## config.mk

```make
export PLATFORM = sky130hd
export DESIGN_NAME = axis_video_fifo
export DESIGN_NICKNAME = d
export VERILOG_FILES = /design/src/rtl/axis_video_fifo.sv
export SDC_FILE = /design/constraint.sdc
export NUM_CORES = 1
export LEC_CHECK = 0
export ABC_AREA = 0
export CELL_PAD_IN_SITES_DETAIL_PLACEMENT = 0
export CELL_PAD_IN_SITES_GLOBAL_PLACEMENT = 1
export CORE_AREA = 2 2 235 237
export DETAILED_ROUTE_END_ITERATION = 10
export DIE_AREA = 0 0 237 239
export GPL_ROUTABILITY_DRIVEN = 1
export PLACE_DENSITY_LB_ADDON = 0.1
export SLEW_MARGIN = 20
export SYNTH_ARGS = -nofsm -noshare
export SYNTH_HDL_FRONTEND = slang
export SYNTH_SLANG_ARGS = --single-unit
```

## constraint.sdc

```tcl
create_clock -name ACLK -period 2.35 [get_ports ACLK]
set_clock_uncertainty 0.1 [all_clocks]
set_input_delay 0.47 -clock ACLK [delete_from_list [all_inputs] [get_ports ACLK]]
set_output_delay 0.47 -clock ACLK [all_outputs]
set_load 0.01 [all_outputs]
```

## src/rtl/axis_video_fifo.sv

```systemverilog
// AXI4-Stream video FIFO (first-word fall-through) with an optional input-side framing checker.
// Define AXIS_VIDEO_FIFO_FRAME_CHECK_EN to compile in the checker; otherwise err_* and frame_done are tied low.
module axis_video_fifo #(
    parameter int unsigned DW    = 32,
    parameter int unsigned UW    = 1,
    parameter int unsigned DEPTH = 16
) (
    input  logic                     ACLK,
    input  logic                     ARESETn,
    input  logic [DW-1:0]            s_tdata,
    input  logic [DW/8-1:0]          s_tkeep,
    input  logic                     s_tlast,
    input  logic [UW-1:0]            s_tuser,
    input  logic                     s_tvalid,
    output logic                     s_tready,
    output logic [DW-1:0]            m_tdata,
    output logic [DW/8-1:0]          m_tkeep,
    output logic                     m_tlast,
    output logic [UW-1:0]            m_tuser,
    output logic                     m_tvalid,
    input  logic                     m_tready,
    output logic [$clog2(DEPTH):0]   level,
    input  logic [15:0]              cfg_width,
    input  logic [15:0]              cfg_height,
    input  logic                     err_clr,
    output logic                     err_sof,
    output logic                     err_nosof,
    output logic                     err_eol_early,
    output logic                     err_eol_late,
    output logic                     frame_done
);
    localparam int unsigned KW = DW / 8;
    localparam int unsigned AW = $clog2(DEPTH);
    localparam int unsigned LW = AW + 1;
    localparam int unsigned EW = UW + 1 + KW + DW;

    logic [EW-1:0] mem_q [DEPTH];
    logic [AW-1:0] wr_ptr_q, rd_ptr_q;
    logic [LW-1:0] level_q, level_d;
    logic          s_tready_q, m_tvalid_q;
    logic          push, pop;

    assign push = s_tvalid & s_tready_q;
    assign pop  = m_tvalid_q & m_tready;

    always_comb begin
        level_d = level_q;
        if (push && !pop) begin
            level_d = level_q + LW'(1);
        end else if (!push && pop) begin
            level_d = level_q - LW'(1);
        end
    end

    // Storage is reset so the output bus reads zero while empty after reset.
    always_ff @(posedge ACLK or negedge ARESETn) begin
        if (!ARESETn) begin
            for (int i = 0; i < int'(DEPTH); i++) begin
                mem_q[i] <= '0;
            end
            wr_ptr_q   <= '0;
            rd_ptr_q   <= '0;
            level_q    <= '0;
            s_tready_q <= 1'b0;
            m_tvalid_q <= 1'b0;
        end else begin
            if (push) begin
                mem_q[wr_ptr_q] <= {s_tuser, s_tlast, s_tkeep, s_tdata};
                wr_ptr_q        <= wr_ptr_q + AW'(1);
            end
            if (pop) begin
                rd_ptr_q <= rd_ptr_q + AW'(1);
            end
            level_q    <= level_d;
            s_tready_q <= (level_d < LW'(DEPTH));
            m_tvalid_q <= (level_d != '0);
        end
    end

    assign s_tready = s_tready_q;
    assign m_tvalid = m_tvalid_q;
    assign level    = level_q;
    assign {m_tuser, m_tlast, m_tkeep, m_tdata} = mem_q[rd_ptr_q];

`ifdef AXIS_VIDEO_FIFO_FRAME_CHECK_EN
    logic [15:0] px_q, px_d, ln_q, ln_d, w_q, w_d, h_q, h_d;
    logic [15:0] p, l;
    logic        in_frame_q, in_frame_d;
    logic        sof;
    logic        set_sof, set_nosof, set_early, set_late, done_d;
    logic        err_sof_q, err_nosof_q, err_early_q, err_late_q, done_q;

    // Frame tracking on accepted input beats; a zero latched geometry leaves the checker idle.
    always_comb begin
        px_d       = px_q;
        ln_d       = ln_q;
        w_d        = w_q;
        h_d        = h_q;
        in_frame_d = in_frame_q;
        set_sof    = 1'b0;
        set_nosof  = 1'b0;
        set_early  = 1'b0;
        set_late   = 1'b0;
        done_d     = 1'b0;
        sof        = s_tuser[0];
        p          = px_q;
        l          = ln_q;
        if (push) begin
            if (sof) begin
                w_d = cfg_width;
                h_d = cfg_height;
            end
            if (w_d != 16'd0 && h_d != 16'd0) begin
                if (sof) begin
                    set_sof    = in_frame_q && (px_q != 16'd0 || ln_q != 16'd0);
                    p          = 16'd0;
                    l          = 16'd0;
                    in_frame_d = 1'b1;
                end
                if (!sof && !in_frame_q) begin
                    set_nosof = 1'b1;
                end else begin
                    set_early = s_tlast && (p < w_d - 16'd1);
                    set_late  = !s_tlast && (p == w_d - 16'd1);
                    if (s_tlast || p == w_d - 16'd1) begin
                        px_d = 16'd0;
                        if (l == h_d - 16'd1) begin
                            done_d     = 1'b1;
                            ln_d       = 16'd0;
                            in_frame_d = 1'b0;
                        end else begin
                            ln_d = l + 16'd1;
                        end
                    end else begin
                        px_d = p + 16'd1;
                    end
                end
            end
        end
    end

    // Sticky flags: a new error on the clearing cycle keeps the flag set.
    always_ff @(posedge ACLK or negedge ARESETn) begin
        if (!ARESETn) begin
            px_q        <= '0;
            ln_q        <= '0;
            w_q         <= '0;
            h_q         <= '0;
            in_frame_q  <= 1'b0;
            err_sof_q   <= 1'b0;
            err_nosof_q <= 1'b0;
            err_early_q <= 1'b0;
            err_late_q  <= 1'b0;
            done_q      <= 1'b0;
        end else begin
            px_q        <= px_d;
            ln_q        <= ln_d;
            w_q         <= w_d;
            h_q         <= h_d;
            in_frame_q  <= in_frame_d;
            err_sof_q   <= (err_sof_q & ~err_clr) | set_sof;
            err_nosof_q <= (err_nosof_q & ~err_clr) | set_nosof;
            err_early_q <= (err_early_q & ~err_clr) | set_early;
            err_late_q  <= (err_late_q & ~err_clr) | set_late;
            done_q      <= done_d;
        end
    end

    assign err_sof       = err_sof_q;
    assign err_nosof     = err_nosof_q;
    assign err_eol_early = err_early_q;
    assign err_eol_late  = err_late_q;
    assign frame_done    = done_q;
`else
    logic unused_cfg;
    assign unused_cfg    = ^{cfg_width, cfg_height, err_clr};
    assign err_sof       = 1'b0;
    assign err_nosof     = 1'b0;
    assign err_eol_early = 1'b0;
    assign err_eol_late  = 1'b0;
    assign frame_done    = 1'b0;
`endif

endmodule

```

; Yosys cells after proc, flatten, opt, wreduce, memory -nomap -nowiden
; Index checks and enable logic that the tools add are counted.
; W data, S select, Z words.
[word_totals]
regBits = 623
latch_bits = 0
mem_bits_rw = 0
rom_bits = 0
mem_count = 0
[op_classes]
addsub = 4
multipliers = 0
div_mod_pow = 0
n_lt_le_gt_ge = 4
n_eq_ne = 0
shift = 0
n_mux = 8
bitwise_logic = 4
n_reduce_logical = 6
[ops]
columns = operator, count
row1 = $bwmux W608, 1
row2 = $bmux W38 S4, 1
row3 = $demux W38 S4, 1
row4 = $mux W38, 3
row5 = $ge A5 B5 Y1 const B, 2
row6 = $mux W5, 2
row7 = $not A4 Y5, 2
row8 = $add A4 B1 Y4 const B, 2
row9 = $add A5 B1 Y5 const B, 1
row10 = $lt A5 B1 Y1 const B, 1
row11 = $lt A5 B5 Y1 const B, 1
row12 = $reduce_bool A5 Y1, 1
row13 = $sub A5 B1 Y5 const B, 1
row14 = $logic_and A1 B1 Y1, 3
row15 = $and A1 B1 Y1, 2
row16 = $logic_not A1 Y1, 2

; Logic depth before layout (Yosys ltp)
[depth]
ltp_word = 6
depth_mapped = 7
ltp_nobuf = 6

; Least setup slack after synthesis
; OpenSTA, ideal clock, no wires.
[synth_timing]
path_kind = flip-flop to output port
from = register rd_ptr_q[0]
to = output m_tdata[21]
t_arrival_ps = 1560
t_required_ps = 1780
slack_ps = 220
stages_incl_launch_ff = 6
path_buffers = 2
cell_sequence = dfrtp_1 > buf_6 > buf_2 > mux4_2 > a22oi_1 > nand2_1
[synth_via]
elab_chain_cells = 4
[synth_lines]
columns = item, line
row1 = start: declaration, 38  ; logic [AW-1:0] wr_ptr_q, rd_ptr_q;
row2 = start signal: assignment, 72  ; rd_ptr_q <= rd_ptr_q + AW'(1);
row3 = $not A4 Y5 (not written as such), 83  ; assign {m_tuser, m_tlast, m_tkeep, m_tdata} = mem_q[rd_ptr_q];
row4 = $bmux W38 S4, 83
row5 = $mux W38 (not written as such) (2 in series), 83
row6 = end: declaration, 16  ; output logic [DW-1:0] m_tdata,
; No other way between the ends. The select of a mux whose other input is x is not followed.

; Final worst setup path
[layout_timing]
from = register rd_ptr_q[0]
to = output m_tdata[15]
; The elaborated chain is that of the path after synthesis.

==> reports/metrics.cfg <==
[grt]
grt_max_degree = 81
grt_usage = 0.253
grt_pass1_wl_um = 107000
grt_pass1_vias = 17500
overflow = 0
antenna_found_initial = 3

[place]
gp_congestion = 0.763
hpwl_um = 41400
pre_cts_ws_ns = -0.459
placedCellCount = 2512
portBuffers = 86
postPlaceCellArea_um2 = 31000

[sta]
setup_viol = 38
slew_violations = 0
period_minus_slack_ns = 3.10
max_slew_margin = 0.588
fin_ws_ns = -0.745
fmax_mhz = 323
hold_violations = 0
grt_setup_unrepaired = true
final.period_utilization = 1.32
max_slew.worst_pin.slew_ns = 0.616

[worst_setup_path]
worstSetupPathType = reg2out
crit_required_ns = 1.78
cp.arrival_ns = 2.53
setup.worst_path.end_class = output port
worstPathMaxFanout = 7
reg2reg_slack_ns = 0.29
worst_setup_path_start_kind = register

[logic_synthesis]
synth_edf_count = 0
synthTopCellsByCount = dfrtp_1, mux2_2, mux4_2
yosysWarnings = 0
yosysSeqAreaShare = 0.558
synthTopCellsByArea = dfrtp_1, mux2_2, mux4_2
syn_area_um2 = 27900
yosysTopAreaCellShare = 0.558
synth.distinct_cells = 31
ys_async_sr_fraction = 1.00
synth_most_common_cell = dfrtp_1
synth-seq-cells = 623
synth_ff_type = dfrtp_1
syn_avg_cell_area_um2 = 16.1
synthCells = 1739
yosysTopAreaCell = dfrtp_1

[clock_tree]
cts_tree = done
cts.clk_slew.worst_paths_ns = 0.06
cts_buffers = 70
htreeDepth = 3
clk_path_buf_depth = 3
cts_root_buf = clkbuf_16
clock_sinks = 623
clk_latency_ns = 0.60

[final_layout]
fin_cells = 2682
area_growth_pct = 22.0
finalInstanceArea_um2 = 34100
post-route-util = 0.628
nets = 2010
drive_gt1_frac = 0.530
fillerInstances = 3976

[floorplan]
rows = 86
die-area_um2 = 56600
fp.dieH_um = 239
coreArea_um2 = 54300
ioPinCount = 125
start_util = 0.514
die_w_um = 237

[drt]
via_count = 15800
ant_nets = 0
dr.pass1.iters = 5
wl_per_cell_um = 25.7
wl_um = 68900
viasPerCell = 5.91
drtIter0Drc = 900
drcViolationCount = 0

[worst_hold_path]
holdCritPathClass = in2async

[job]
maxCapViolations = 0

[pwr]
total_power_w = 0.0498
p_leak_nw = 15.0
ir_worst_vdd_mv = 0.765
power_density_nw_per_um2 = 1460

[outcome]
status = complete, but fails checks
violations = setup timing

-- placed cells by master, fill, tap and decap left out, drive strengths merged, types with 5 or more instances in the layout --
master and count:
nand2 54, buf 223, clkinv 12, a22oi 77, nand3 6, mux4 152
nor2 17, conb 5, mux2 608, xnor2 8, clkbuf 100, clkdlybuf4s50 47
ha 7, dfrtp 623, inv 9
-- sequential cells by signal, indices dropped and copies added, names as in the netlist --
signal,cells
mem_q,608
level,5
rd_ptr_q,4
wr_ptr_q,4
m_tvalid,1
s_tready,1
-- path summary, 6_finish.rpt --
check / depth (start not counted) / endpoint / from
setup reg to reg: 6 / mem_q[92] / wr_ptr_q[1]
min in group ACLK: 1 / mem_q[300] / mem_q[300]
hold reg to reg: 1 / mem_q[300] / mem_q[300]
hold / removal: 2 / mem_q[61] / ARESETn
setup / recovery: 7 / m_tdata[15] / rd_ptr_q[0]
max in group asynchronous: 3 / mem_q[234] / ARESETn
-- report_power, final --
group	internal [W]	total (W)	switching (W)
clock	0.00638	0.0107	0.00429
combinational	0.0123	0.0208	0.00855
sequential	0.0158	0.0183	0.00252
total	0.0345	0.0498	0.0154
-- area by class of cell --
type | instances | area [um2] | area share
Antenna cell | 2 | 5.00 | 0.000147
Clock buffer | 99 | 2040 | 0.0599
Clock inverter | 21 | 200 | 0.00587
Inverter | 5 | 18.8 | 0.000550
Multi-Input combinational cell | 956 | 12000 | 0.351
Sequential cell | 623 | 15600 | 0.457
Tap cell | 704 | 881 | 0.0258
Timing Repair Buffer | 272 | 3390 | 0.0994
-- logic make-up (layout without fill, tap and decap cells) --
group / after synthesis / count (layout) / synth area share
XOR/XNOR: 10 / 10 / 0.00313
multiplexers: 760 / 760 / 0.367
flip-flops: 623 / 623 / 0.558
adder cells (fa/ha/maj): 7 / 7 / 0.00313
other: 1 / 7 / 0.000134
AO/OA/AOI/OAI: 85 / 85 / 0.0224
buffers and inverters: 164 / 397 / 0.0324
AND/OR/NAND/NOR: 89 / 89 / 0.0135
-- per-layer routing --
metal | routed length (um) | vias up | share of wire | GRT usage
met3 | 2520 | 107 | 0.037 | 0.0428
li1 | - | 6842 | - | -
met1 | 30400 | 8632 | 0.44 | 0.347
met2 | 34300 | 266 | 0.50 | 0.421
met4 | 1650 | 2 | 0.024 | 0.0696
met5 | 8 | - | 0.00012 | 0
-- worst max-delay path: stages (launching register included) --
cell and delay, ns:
dfrtp_4 0.49, buf_12 0.14, buf_12 0.14, buf_16 0.15
mux4_2 0.52, a22oi_2 0.20, nand2_1 0.12, buf_2 0.16
-- what timing repair did --
action	CTS	global route
setup endpoints to repair	38	38
buffers inserted	32	17
hold buffers	1	0
gates resized for setup	240	46
pin swaps	56	39
cloned	7	1
endpoints found under the hold margin	31	0
-- through the flow --
step	hold WS, ns	TNS [ns]
floorplan	0.0744	0
global placement	0.334	-42.37
detailed placement	0.332	-53.66
CTS	0.300	-27.33
global route	0.330	-28.04
finish	0.308	-24.48
Power figures use the tool's default switching activity.
==> edit (same settings) <==
Set the parameter `DW` to 24 (it was 32).
--- a/src/rtl/axis_video_fifo.sv
+++ b/src/rtl/axis_video_fifo.sv
@@ -3,3 +3,3 @@
 module axis_video_fifo #(
-    parameter int unsigned DW    = 32,
+    parameter int unsigned DW    = 24,
     parameter int unsigned UW    = 1,
Interface: changed (resized m_tdata, m_tkeep, s_tdata and s_tkeep); port bits go from 125 to 107. The function was not compared with the original's and may differ.
==> edit against the unedited design <==
The run still ends with negative setup slack left; sequential power down 23%; highest routed layer is now met4; worst setup slack improved by 0.063 ns; worst hold slack got worse by 0.048 ns; global-route usage decreased by 4.6 points; final area decreased by 22%; power fell by 21%; critical path depth did not move; count of clock-buffer cells in the layout down 16; area after synthesis decreased by 23%; routed wire length is 18% lower; sequential cell count is 144 lower; largest power group unchanged; largest cell class unchanged.
==> edit: results (changes against the unedited design) <==
clocking:
  h-tree-depth: 2  # -1
placed_design:
  post-dp-hpwl_microns: 34400  # -17%
  numPortBuffers: 68  # -21%
  placed_area_sq_mm: 0.0242  # -22%
  place_congestion: 0.740  # -3.1%
route:
  drt_iter0_drc: 677  # -25%
  via_count: 12100  # -23%
  dr.pass1.iters: 4  # -1
timing:
  finalWorstSetupSlack_ns: -0.682  # +0.0631 ns
  slew_headroom_pct: 59.6  # +0.86 points
  setup_viol: 29  # -24%
  fin_setup_tns_ns: -17.91  # +6.57 ns
status:
  violations: "negative setup slack"
  outcome: "complete, but fails checks"
layout:
  num-fill-cells: 4632  # +16%
  diodes: 0  # -2
  largest_reg_flops: 464  # -24%
  drive_gt1_share_pct: 59.9  # +6.9 points
global_route:
  grt_pass1_vias: 13200  # -24%
  antenna_found_initial: 1  # -2
  grt_pass1_wl_microns: 86600  # -19%
  grt_max_degree: 70  # -14%
setup_path:
  cp_max_fo: 8  # +1
logic_synthesis:
  ys_types: 33  # +6.5%
  synthTopCellsByArea: "dfrtp_1 55%, mux2_2 24%, mux4_2 12%"
  synth_commonest_cells: "479 x dfrtp_1, 457 x mux2_2, 116 x mux4_2"
power:
  power.leakage_nw: 11.5  # -23%
==> edit: cell count changes after synthesis, sizes merged <==
cell / delta
a22oi: -18
buf: -21
clkbuf: -16
dfrtp: -144
mux2: -144
mux4: -36
nand2: -9
==> edit: cells by family after synthesis <==
kind of cell	share of synthesized area (%)
muxes	36.2
adders and majority gates	0.405
and+or+nand+nor	1.59
other	0.0173
buffers and inverters	3.21
xor gates and xnor gates	0.405
AOI/OAI and AO/OA	2.69
DFF	55.4
==> edit: area by class of cell <==
type / instances / area (sq um) / area share, %
Clock buffer: 83 / 1640 / 6.14
Clock inverter: 16 / 164 / 0.613
Inverter: 5 / 18.8 / 0.0702
Multi-Input combinational cell: 749 / 9320 / 34.9
Sequential cell: 479 / 12000 / 44.9
Tap cell: 704 / 881 / 3.29
Timing Repair Buffer: 201 / 2720 / 10.2
==> edit: report_power, final <==
part / total, mW / switching, mW / internal, mW
clock: 8.52 / 3.41 / 5.11
combinational: 16.9 / 6.92 / 9.94
sequential: 14.1 / 1.94 / 12.2
total: 39.5 / 12.3 / 27.2
==> edit: per-layer routing <==
layer  up-vias  GRT usage, %  routed length (microns)
li1       5313             -                        -
met1      6554          27.3                    24800
met2       182          36.1                    28600
met3        88          2.86                     1880
met4         0          5.02                     1090
met5         -             0                        0
==> edit: final timing paths <==
check                                        startpoint                     end  slack (ns)  depth (start not counted)
worst max register to register  wr_ptr_q[0]$_DFFE_PN0P_  mem_q[223]$_DFFE_PN0P_        0.32                          6
max in group asynchronous                       ARESETn  mem_q[442]$_DFFE_PN0P_        1.13                          3
worst min register to register   mem_q[114]$_DFFE_PN0P_  mem_q[114]$_DFFE_PN0P_        0.38                          1
worst max-delay path            rd_ptr_q[0]$_DFFE_PN0P_              m_tdata[8]       -0.68                          7
min in group ACLK                mem_q[114]$_DFFE_PN0P_  mem_q[114]$_DFFE_PN0P_        0.38                          1
worst min-delay path                            ARESETn  mem_q[423]$_DFFE_PN0P_        0.26                          2
==> edit: worst max-delay path: stages (launching register included) <==
cell     delay (ns)
dfrtp_4        0.47
buf_6          0.13
buf_12         0.15
buf_12         0.15
mux4_2         0.50
a22oi_2        0.20
nand2_1        0.10
buf_2          0.15
==> edit: what timing repair did <==
item	4_1_cts	5_1_grt
cloned	10	0
setup endpoints to repair	29	29
hold endpoints to repair	30	0
pin swaps	62	29
buffers inserted	27	4
hold buffers	1	0
resized for setup	214	16
==> edit: per-stage QoR <==
stage | hold slack [ns] | instances
finish | 0.260 | 2237
global route | 0.279 | 2237
CTS | 0.263 | 2241
detailed placement | 0.309 | 2104
global placement | 0.311 | 2104
floorplan | 0.0744 | 1355
